**config.mk**
```make
export PLATFORM = sky130hd
export DESIGN_NAME = cursor_pos_scheduler
export DESIGN_NICKNAME = d
export VERILOG_FILES = /design/src/rtl/cursor_sched_pkg.sv /design/src/rtl/cursor_pos_scheduler_rr_arbiter.sv /design/src/rtl/cursor_pos_scheduler.sv
export SDC_FILE = /design/constraint.sdc
export NUM_CORES = 1
export LEC_CHECK = 0
export ABC_AREA = 1
export BUFFER_PORTS_ARGS = -buffer_cell sky130_fd_sc_hd__buf_2
export CORE_MARGIN = 10
export CORE_UTILIZATION = 53
export CTS_CLUSTER_SIZE = 14
export DETAILED_ROUTE_END_ITERATION = 16
export GPL_TIMING_DRIVEN = 0
export PLACE_DENSITY = 0.85
export RECOVER_POWER = 50
export SYNTH_ARGS = -nofsm -noshare
export SYNTH_HDL_FRONTEND = slang
export SYNTH_SLANG_ARGS = --single-unit
```
**constraint.sdc**
```tcl
create_clock -name pclk -period 1.7 [get_ports pclk]
set_clock_uncertainty 0.1 [all_clocks]
set_input_delay 0.17 -clock pclk [delete_from_list [all_inputs] [get_ports pclk]]
set_output_delay 0.17 -clock pclk [all_outputs]
set_load 0.005 [all_outputs]
```
**src/rtl/cursor_sched_pkg.sv**
```systemverilog
// Shared types and defaults for the cursor position scheduler.
// Optional build macro CURSOR_SCHED_CLAMP_EN is consumed by cursor_pos_scheduler.
package cursor_sched_pkg;

  localparam int unsigned DEF_POS_W    = 12;
  localparam int unsigned DEF_H_ACTIVE = 800;
  localparam int unsigned DEF_V_ACTIVE = 600;
  localparam int unsigned DEF_X_RESET  = 400;
  localparam int unsigned DEF_Y_RESET  = 300;
  localparam int unsigned GRANT_W      = 3;

  typedef enum logic [2:0] {
    ACTIVE,
    ARB,
    CLAMP,
    COMMIT,
    HOLD
  } sched_state_t;

endpackage

```
**src/rtl/cursor_pos_scheduler_rr_arbiter.sv**
```systemverilog
// Combinational round-robin select: searches ptr+1, ptr+2, ... modulo NUM_REQ
// and returns the first asserted request as one-hot grant plus its index.
module rr_arbiter
  import cursor_sched_pkg::*;
#(
  parameter int unsigned NUM_REQ = 2
) (
  input  logic [NUM_REQ-1:0] valid,
  input  logic [GRANT_W-1:0] ptr,
  output logic [NUM_REQ-1:0] grant,
  output logic [GRANT_W-1:0] grant_idx,
  output logic               any_valid
);

  // Outer loop walks priority order; inner loop keeps every index constant.
  always_comb begin
    grant     = '0;
    grant_idx = '0;
    any_valid = 1'b0;
    for (int unsigned off = 1; off <= NUM_REQ; off++) begin
      for (int unsigned i = 0; i < NUM_REQ; i++) begin
        if (!any_valid && valid[i] &&
            (i == ((int'(ptr) + off) % NUM_REQ))) begin
          any_valid    = 1'b1;
          grant[i]     = 1'b1;
          grant_idx    = GRANT_W'(i);
        end
      end
    end
  end

endmodule

```
**src/rtl/cursor_pos_scheduler.sv**
```systemverilog
// Frame-synchronous round-robin scheduler for cursor overlay coordinates.
// Define CURSOR_SCHED_CLAMP_EN to saturate coordinates to the visible area.
module cursor_pos_scheduler
  import cursor_sched_pkg::*;
#(
  parameter int unsigned NUM_REQ  = 2,
  parameter int unsigned POS_W    = DEF_POS_W,
  parameter int unsigned H_ACTIVE = DEF_H_ACTIVE,
  parameter int unsigned V_ACTIVE = DEF_V_ACTIVE,
  parameter int unsigned X_RESET  = DEF_X_RESET,
  parameter int unsigned Y_RESET  = DEF_Y_RESET
) (
  input  logic                     pclk,
  input  logic                     rst,
  input  logic                     vblnk_in,
  input  logic [NUM_REQ-1:0]       req_valid,
  input  logic [NUM_REQ*POS_W-1:0] req_x,
  input  logic [NUM_REQ*POS_W-1:0] req_y,
  output logic [NUM_REQ-1:0]       req_ready,
  output logic [POS_W-1:0]         xpos_out,
  output logic [POS_W-1:0]         ypos_out,
  output logic                     pos_update,
  output logic [GRANT_W-1:0]       grant_id
);

`ifdef CURSOR_SCHED_CLAMP_EN
  localparam bit CLAMP_EN = 1'b1;
`else
  localparam bit CLAMP_EN = 1'b0;
`endif

  localparam logic [POS_W-1:0] X_MAX = POS_W'(H_ACTIVE - 1);
  localparam logic [POS_W-1:0] Y_MAX = POS_W'(V_ACTIVE - 1);

  sched_state_t       state, state_next;
  logic               vblnk_d;
  logic               rise;
  logic [GRANT_W-1:0] rr_ptr;
  logic [GRANT_W-1:0] win_id;
  logic [POS_W-1:0]   cap_x, cap_y, res_x, res_y;
  logic [POS_W-1:0]   sel_x, sel_y, clamp_x, clamp_y;
  logic [NUM_REQ-1:0] grant;
  logic [GRANT_W-1:0] gnt_idx;
  logic               any_valid;

  rr_arbiter #(.NUM_REQ(NUM_REQ)) u_arb (
    .valid     (req_valid),
    .ptr       (rr_ptr),
    .grant     (grant),
    .grant_idx (gnt_idx),
    .any_valid (any_valid)
  );

  assign rise = vblnk_in & ~vblnk_d;

  always_comb begin
    sel_x = '0;
    sel_y = '0;
    for (int unsigned i = 0; i < NUM_REQ; i++) begin
      if (gnt_idx == GRANT_W'(i)) begin
        sel_x = req_x[i*POS_W +: POS_W];
        sel_y = req_y[i*POS_W +: POS_W];
      end
    end
  end

  assign clamp_x = (CLAMP_EN && (cap_x > X_MAX)) ? X_MAX : cap_x;
  assign clamp_y = (CLAMP_EN && (cap_y > Y_MAX)) ? Y_MAX : cap_y;

  always_ff @(posedge pclk) begin
    if (rst) state <= ACTIVE;
    else     state <= state_next;
  end

  always_comb begin
    state_next = state;
    req_ready  = '0;
    unique case (state)
      ACTIVE: if (rise) state_next = ARB;
      ARB: begin
        req_ready  = grant;
        state_next = any_valid ? CLAMP : HOLD;
      end
      CLAMP:  state_next = COMMIT;
      COMMIT: state_next = HOLD;
      HOLD:   if (!vblnk_in) state_next = ACTIVE;
      default: state_next = ACTIVE;
    endcase
  end

  always_ff @(posedge pclk) begin
    if (rst) begin
      vblnk_d    <= 1'b0;
      rr_ptr     <= GRANT_W'(NUM_REQ - 1);
      win_id     <= '0;
      cap_x      <= '0;
      cap_y      <= '0;
      res_x      <= '0;
      res_y      <= '0;
      xpos_out   <= POS_W'(X_RESET);
      ypos_out   <= POS_W'(Y_RESET);
      pos_update <= 1'b0;
      grant_id   <= '0;
    end else begin
      vblnk_d    <= vblnk_in;
      pos_update <= 1'b0;
      case (state)
        ARB: begin
          if (any_valid) begin
            cap_x  <= sel_x;
            cap_y  <= sel_y;
            win_id <= gnt_idx;
          end
        end
        CLAMP: begin
          res_x <= clamp_x;
          res_y <= clamp_y;
        end
        COMMIT: begin
          xpos_out   <= res_x;
          ypos_out   <= res_y;
          grant_id   <= win_id;
          rr_ptr     <= win_id;
          pos_update <= 1'b1;
        end
        default: ;
      endcase
    end
  end

endmodule

```
==> results of run 1 <==
==> layout make-up <==
class | instances | area (um2)
Fill cell | 572 | 2170
Sequential cell | 80 | 1600
Multi-Input combinational cell | 319 | 1410
Timing Repair Buffer | 84 | 404
Inverter | 59 | 221
Buffer | 29 | 188
Clock buffer | 14 | 183
Tap cell | 77 | 96.3
Clock inverter | 2 | 35.0
==> worst paths after layout <==
| path | startpoint | end | slack [ps] | depth (start not counted) |
|---|---|---|---|---|
| max | state[2]$_SDFFE_PP0P_ | req_ready[1] | 50 | 6 |
| min | req_y[12] | cap_y[0]$_SDFFE_PP0P_ | 30 | 5 |
| max reg2reg | state[2]$_SDFFE_PP0P_ | cap_x[3]$_SDFFE_PP0P_ | 120 | 8 |
| min reg2reg | cap_x[3]$_SDFFE_PP0P_ | res_x[3]$_SDFFE_PP0N_ | 350 | 2 |
==> per-stage QoR <==
stage	util [%]	area [um2]	setup slack (ps)	std cells	hold WS [ps]
4_1_cts	66.0	4170	8.90	663	26.6
3_5_place_dp	62.0	3920	166	645	328
6_report	65.6	4140	54.1	664	26.4
5_1_grt	65.6	4140	2.46	664	48.0
3_3_place_gp	62.0	3920	191	645	296
2_1_floorplan	-	3420	416	488	139
==> critical path, delay by kind of cell, from the launching register on <==
kind / cells / cell delay (ps)
flops: 1 / 380
buf+inv: 3 / 330
simple gates: 3 / 310
==> registers in the layout (all words and copies together), names as in the netlist <==
signal and count:
cap_y 12, ypos_out 12, xpos_out 12, rr_ptr 1
res_y 12, vblnk_d 1, cap_x 12, state 3
pos_update 1, res_x 12, win_id 1, grant_id 1
==> what timing repair did <==
item / CTS / global route
hold buffers: 2 / 0
pin swaps: 1 / 0
endpoints found under the setup margin: 1 / 39
setup buffers: 1 / 1
endpoints found under the hold margin: 5 / 0
gates resized for setup: 3 / 17
==> cell families after synthesis <==
group / Yosys count / synth area share, %
AND/OR/NAND/NOR: 245 / 30.4
buffers and inverters: 89 / 11.9
flip-flops: 80 / 46.9
AO/OA/AOI/OAI: 72 / 10.7
other: 1 / 0.110
==> power breakdown <==
part           leakage [nW]  internal, W  switching (W)
Combinational          1.36     0.000215       0.000323
Sequential            0.651      0.00198      0.0000545
Clock                 0.113     0.000838       0.000650
==> routing by layer <==
| metal | routed length (um) | up-vias |
|---|---|---|
| met3 | 627 | 16 |
| met2 | 4000 | 116 |
| li1 | - | 1679 |
| met5 | 0 | - |
| met1 | 3980 | 1471 |
| met4 | 160 | 0 |
==> cells in the final DEF, fill, tap and decap left out, types with 6 or more instances in the layout <==
master    netlist  layout
o21ai_0        33      33
buf_6           6       6
o21ai_1         9       9
nand2_1        93      93
clkbuf_8        0      13
nand3_1        33      33
buf_4           3       6
dfxtp_1        80      80
inv_1          57      58
buf_2          10      62
clkbuf_1       11      30
clkbuf_2        0       8
a21oi_1        28      28
nor2_2         10       6
nor2_1        103     107
==> flow_summary.yaml, run 1 <==
worst_setup_path:
  cp_max_fo: 4
  startpoint_type: "flop"
  critPathKind: "flop to primary output"
  worstPathRequired_ps: 1430
  critPathSlowestCell: "dfxtp_1"
  crit_chain: "inv_1 > nand2_4 > nor2_8 > buf_6 > and2_1 > buf_2"
  max_stage_delay_ps: 380
  critPathArrivalTime_ps: 1380
  end_kind: "primary output"
detailed_routing:
  wl_um: 8760
  postRouteAntennaNets: 0
  route.detailed.drc: 0
  first_pass_iters: 5
  avgRoutedWirePerCell_um: 13.2
  viasPerCell: 4.94
  vias: 3282
  drtIter0Drc: 195
synthesis:
  synth_ff_type: "dfxtp_1"
  synth_cells: 487
  ys_seq_area_share_pct: 46.9
  synth_commonest_cells: "nor2_1 (103), nand2_1 (93), dfxtp_1 (80), inv_1 (57)"
  syn_area_per_cell_um2: 7.01
  synth.top_cells.by_area: "dfxtp_1 (47%), nor2_1 (11%), nand2_1 (10%)"
  yosysUniqueCellTypes: 23
  syn_area_um2: 3410
  yosys_warnings: 0
  netlist.area_leader.share_pct: 46.9
  synthArstFlopShare_pct: 0
  synth_seq_cells: 80
  synth_edf_count: 0
  yosysMostFrequentCell: "nor2_1"
  yosys.area.top_type: "dfxtp_1"
cts:
  cts_sinks: 80
  cts_tree: "built"
  cts.clk_slew.worst_paths_ps: 70
  clkLatencyLatePin_ps: 350
  cts_buffers: 9
  cts-root-buf: "clkbuf_8"
  clk_path_buf_depth: 2
  h-tree-depth: 3
timing:
  fin_setup_tns_ps: 0
  finalHoldViolCount: 0
  finalSetupViolations: 0
  rsz0062_at_grt: "no"
  drv_slew: 0
  maxClockFrequency_ghz: 0.608
  layout_min_cycle_time_ps: 1650
  fin_crit_sh_pct: 96.8
global_route:
  grt_use_met3_pct: 5.01
  grt_max_degree: 20
  use_met2_pct: 27.2
  grt_util_met1_pct: 21.1
  grt-busiest-layer: "met2"
  grt_pass1_wl_um: 14300
  antenna_found_initial: 0
  grt-ovfl-total: 0
  first_global_vias: 3184
  grt_usage_pct: 17.1
hold_path:
  hold_path.class: "input port to flop"
run_status:
  status: "completed"
floorplanning:
  dieWidth_um: 100
  die_y_um: 100
  io_pins: 83
  dieArea_um2: 10100
  core-area_um2: 6310
  std_cell_rows: 29
  start_util_pct: 54.1
flow_run:
  maxCapViolCount: 0
placed_design:
  io_buffers: 80
  gp_congestion: 0.859
  dpl.hpwl_um: 6420
power_and_ir_drop:
  irDropWorstVdd_v: 0.000607
  p_leak_nw: 2.13
  power.density_nw_per_um2: 981
  power_w: 0.00406
layout:
  nets: 635
  area_growth_pct: 21.3
  diodes: 0
  drive_above_1_share_pct: 18.7
No activity file was read; power rests on OpenSTA's default activity.
==> run 2, diff against run 1 <==
- CORE_UTILIZATION: 53 -> 50
- PLACE_DENSITY: 0.85 -> 0.81
==> run 2 against run 1 <==
  * Worst setup slack worse by 12 ps
  * Wire length down 4.8%
  * First-iteration DRC count up 3.1%
  * Count of clock-buffer cells in the layout down 3
  * Utilization down 4.2 points
  * Critical path type unchanged
  * Critical endpoint unchanged
==> flow_summary.yaml, run 2 (synthesis results as in run 1) <==
detailed_routing:
  drtIter0Drc: 201
  avgRoutedWirePerCell_um: 12.5
  postRouteAntennaNets: 0
  vias: 3138
  first_pass_iters: 4
  wl_um: 8340
  viasPerCell: 4.70
  route.detailed.drc: 0
cts:
  cts_sinks: 80
  h-tree-depth: 3
  clkLatencyLatePin_ps: 350
  cts-root-buf: "clkbuf_8"
  cts_buffers: 9
  cts.clk_slew.worst_paths_ps: 80
  cts_tree: "built"
  clk_path_buf_depth: 2
timing:
  finalSetupViolations: 0
  fin_crit_sh_pct: 97.5
  maxClockFrequency_ghz: 0.603
  layout_min_cycle_time_ps: 1660
  drv_slew: 0
  finalHoldViolCount: 0
  rsz0062_at_grt: "yes"
layout:
  area_growth_pct: 20.9
  layout_commonest_cell: "nor2_1"
  fill_cells: 619
  diodes: 0
  nets: 635
  drive_above_1_share_pct: 19.3
  fin_area_um2: 4130
  final_cells: 667
  final_cell_mix: "nor2_1 (103), nand2_1 (93), dfxtp_1 (79), buf_2 (64), inv_1 (57)"
global_route:
  antenna_found_initial: 0
  first_global_vias: 3120
  grt_max_degree: 20
  grt_pass1_wl_um: 14000
  grt_usage_pct: 16.5
  grt-ovfl-total: 0
worst_setup_path:
  critPathArrivalTime_ps: 1390
  end_kind: "primary output"
  cp_max_fo: 10
  startpoint_type: "flop"
  worstPathRequired_ps: 1430
  critPathKind: "flop to primary output"
floorplanning:
  dieWidth_um: 103
  start_util_pct: 50.8
  die_y_um: 103
  io_pins: 83
  std_cell_rows: 30
  core-area_um2: 6720
  dieArea_um2: 10500
placed_design:
  io_buffers: 80
  gp_congestion: 0.788
  dpl.hpwl_um: 6430
  place_area_um2: 3920
  placed_cells: 648
power_and_ir_drop:
  irDropWorstVdd_v: 0.000372
  power.density_nw_per_um2: 920
  power_w: 0.00379
  p_leak_nw: 2.10
run_status:
  status: "completed"
hold_path:
  hold_path.class: "input port to flop"
flow_run:
  maxCapViolCount: 0
[run 2: per-stage QoR]
stage / hold WS (ps) / setup TNS [ps] / util, % / worst slack [ps]
finish: 31.9 / 0 / 61.4 / 42.2
detailed placement: 321 / 0 / 58.3 / 187
floorplan: 139 / 0 / - / 416
CTS: 28.7 / 0 / 61.6 / 13.5
global route: 70.3 / -10.5 / 61.4 / -10.5
global placement: 301 / 0 / 58.3 / 191
[run 2: metal layers]
| layer | vias to the layer above | wire length (um) | global-route usage [%] |
|---|---|---|---|
| met5 | - | 0 | 0 |
| met4 | 0 | 133 | 6.94 |
| met3 | 12 | 528 | 3.82 |
| met2 | 89 | 3780 | 26.6 |
| met1 | 1359 | 3900 | 20.6 |
| li1 | 1678 | - | - |
[run 2: power by group]
part / total [W] / internal (W) / leakage, nW / switching, W
clock network: 0.00123 / 0.000565 / 0.0813 / 0.000666
logic: 0.000527 / 0.000214 / 1.37 / 0.000312
registers: 0.00204 / 0.00198 / 0.651 / 0.0000542
[run 2: final timing paths]
path,startpoint,endpoint,slack (ps),cells after the start
setup / recovery,state[2]$_SDFFE_PP0P_,req_ready[1],40,6
hold / removal,req_x[22],cap_x[10]$_SDFFE_PP0P_,30,5
setup reg to reg,state[2]$_SDFFE_PP0P_,cap_x[4]$_SDFFE_PP0P_,160,8
hold reg to reg,cap_x[3]$_SDFFE_PP0P_,res_x[3]$_SDFFE_PP0N_,350,2
[run 2: repair_timing]
item / 4_1_cts / 5_1_grt
hold buffers: 3 / 0
pin swaps: 1 / 0
buffers inserted: 1 / 0
setup endpoints to repair: 1 / 16
endpoints found under the hold margin: 6 / 0
gates cloned: 0 / 0
resized for setup: 4 / 9
[run 2: area by class of cell]
class	instances	area (um2)	area share, %
plain buffers	29	193	4.67
clock buffers	11	141	3.43
clock inverters	5	32.5	0.788
inverters	59	224	5.43
multi-input cells	319	1420	34.5
flip-flops and latches	80	1600	38.8
well taps	80	100	2.43
repair buffers	84	409	9.92
[run 2: worst max-delay path, cell delays in order, from the launching register on]
cell and delay, ps:
dfxtp_1 330, inv_1 90, nand2_4 100, nor2_8 140
buf_6 140, and2_1 120, buf_2 110
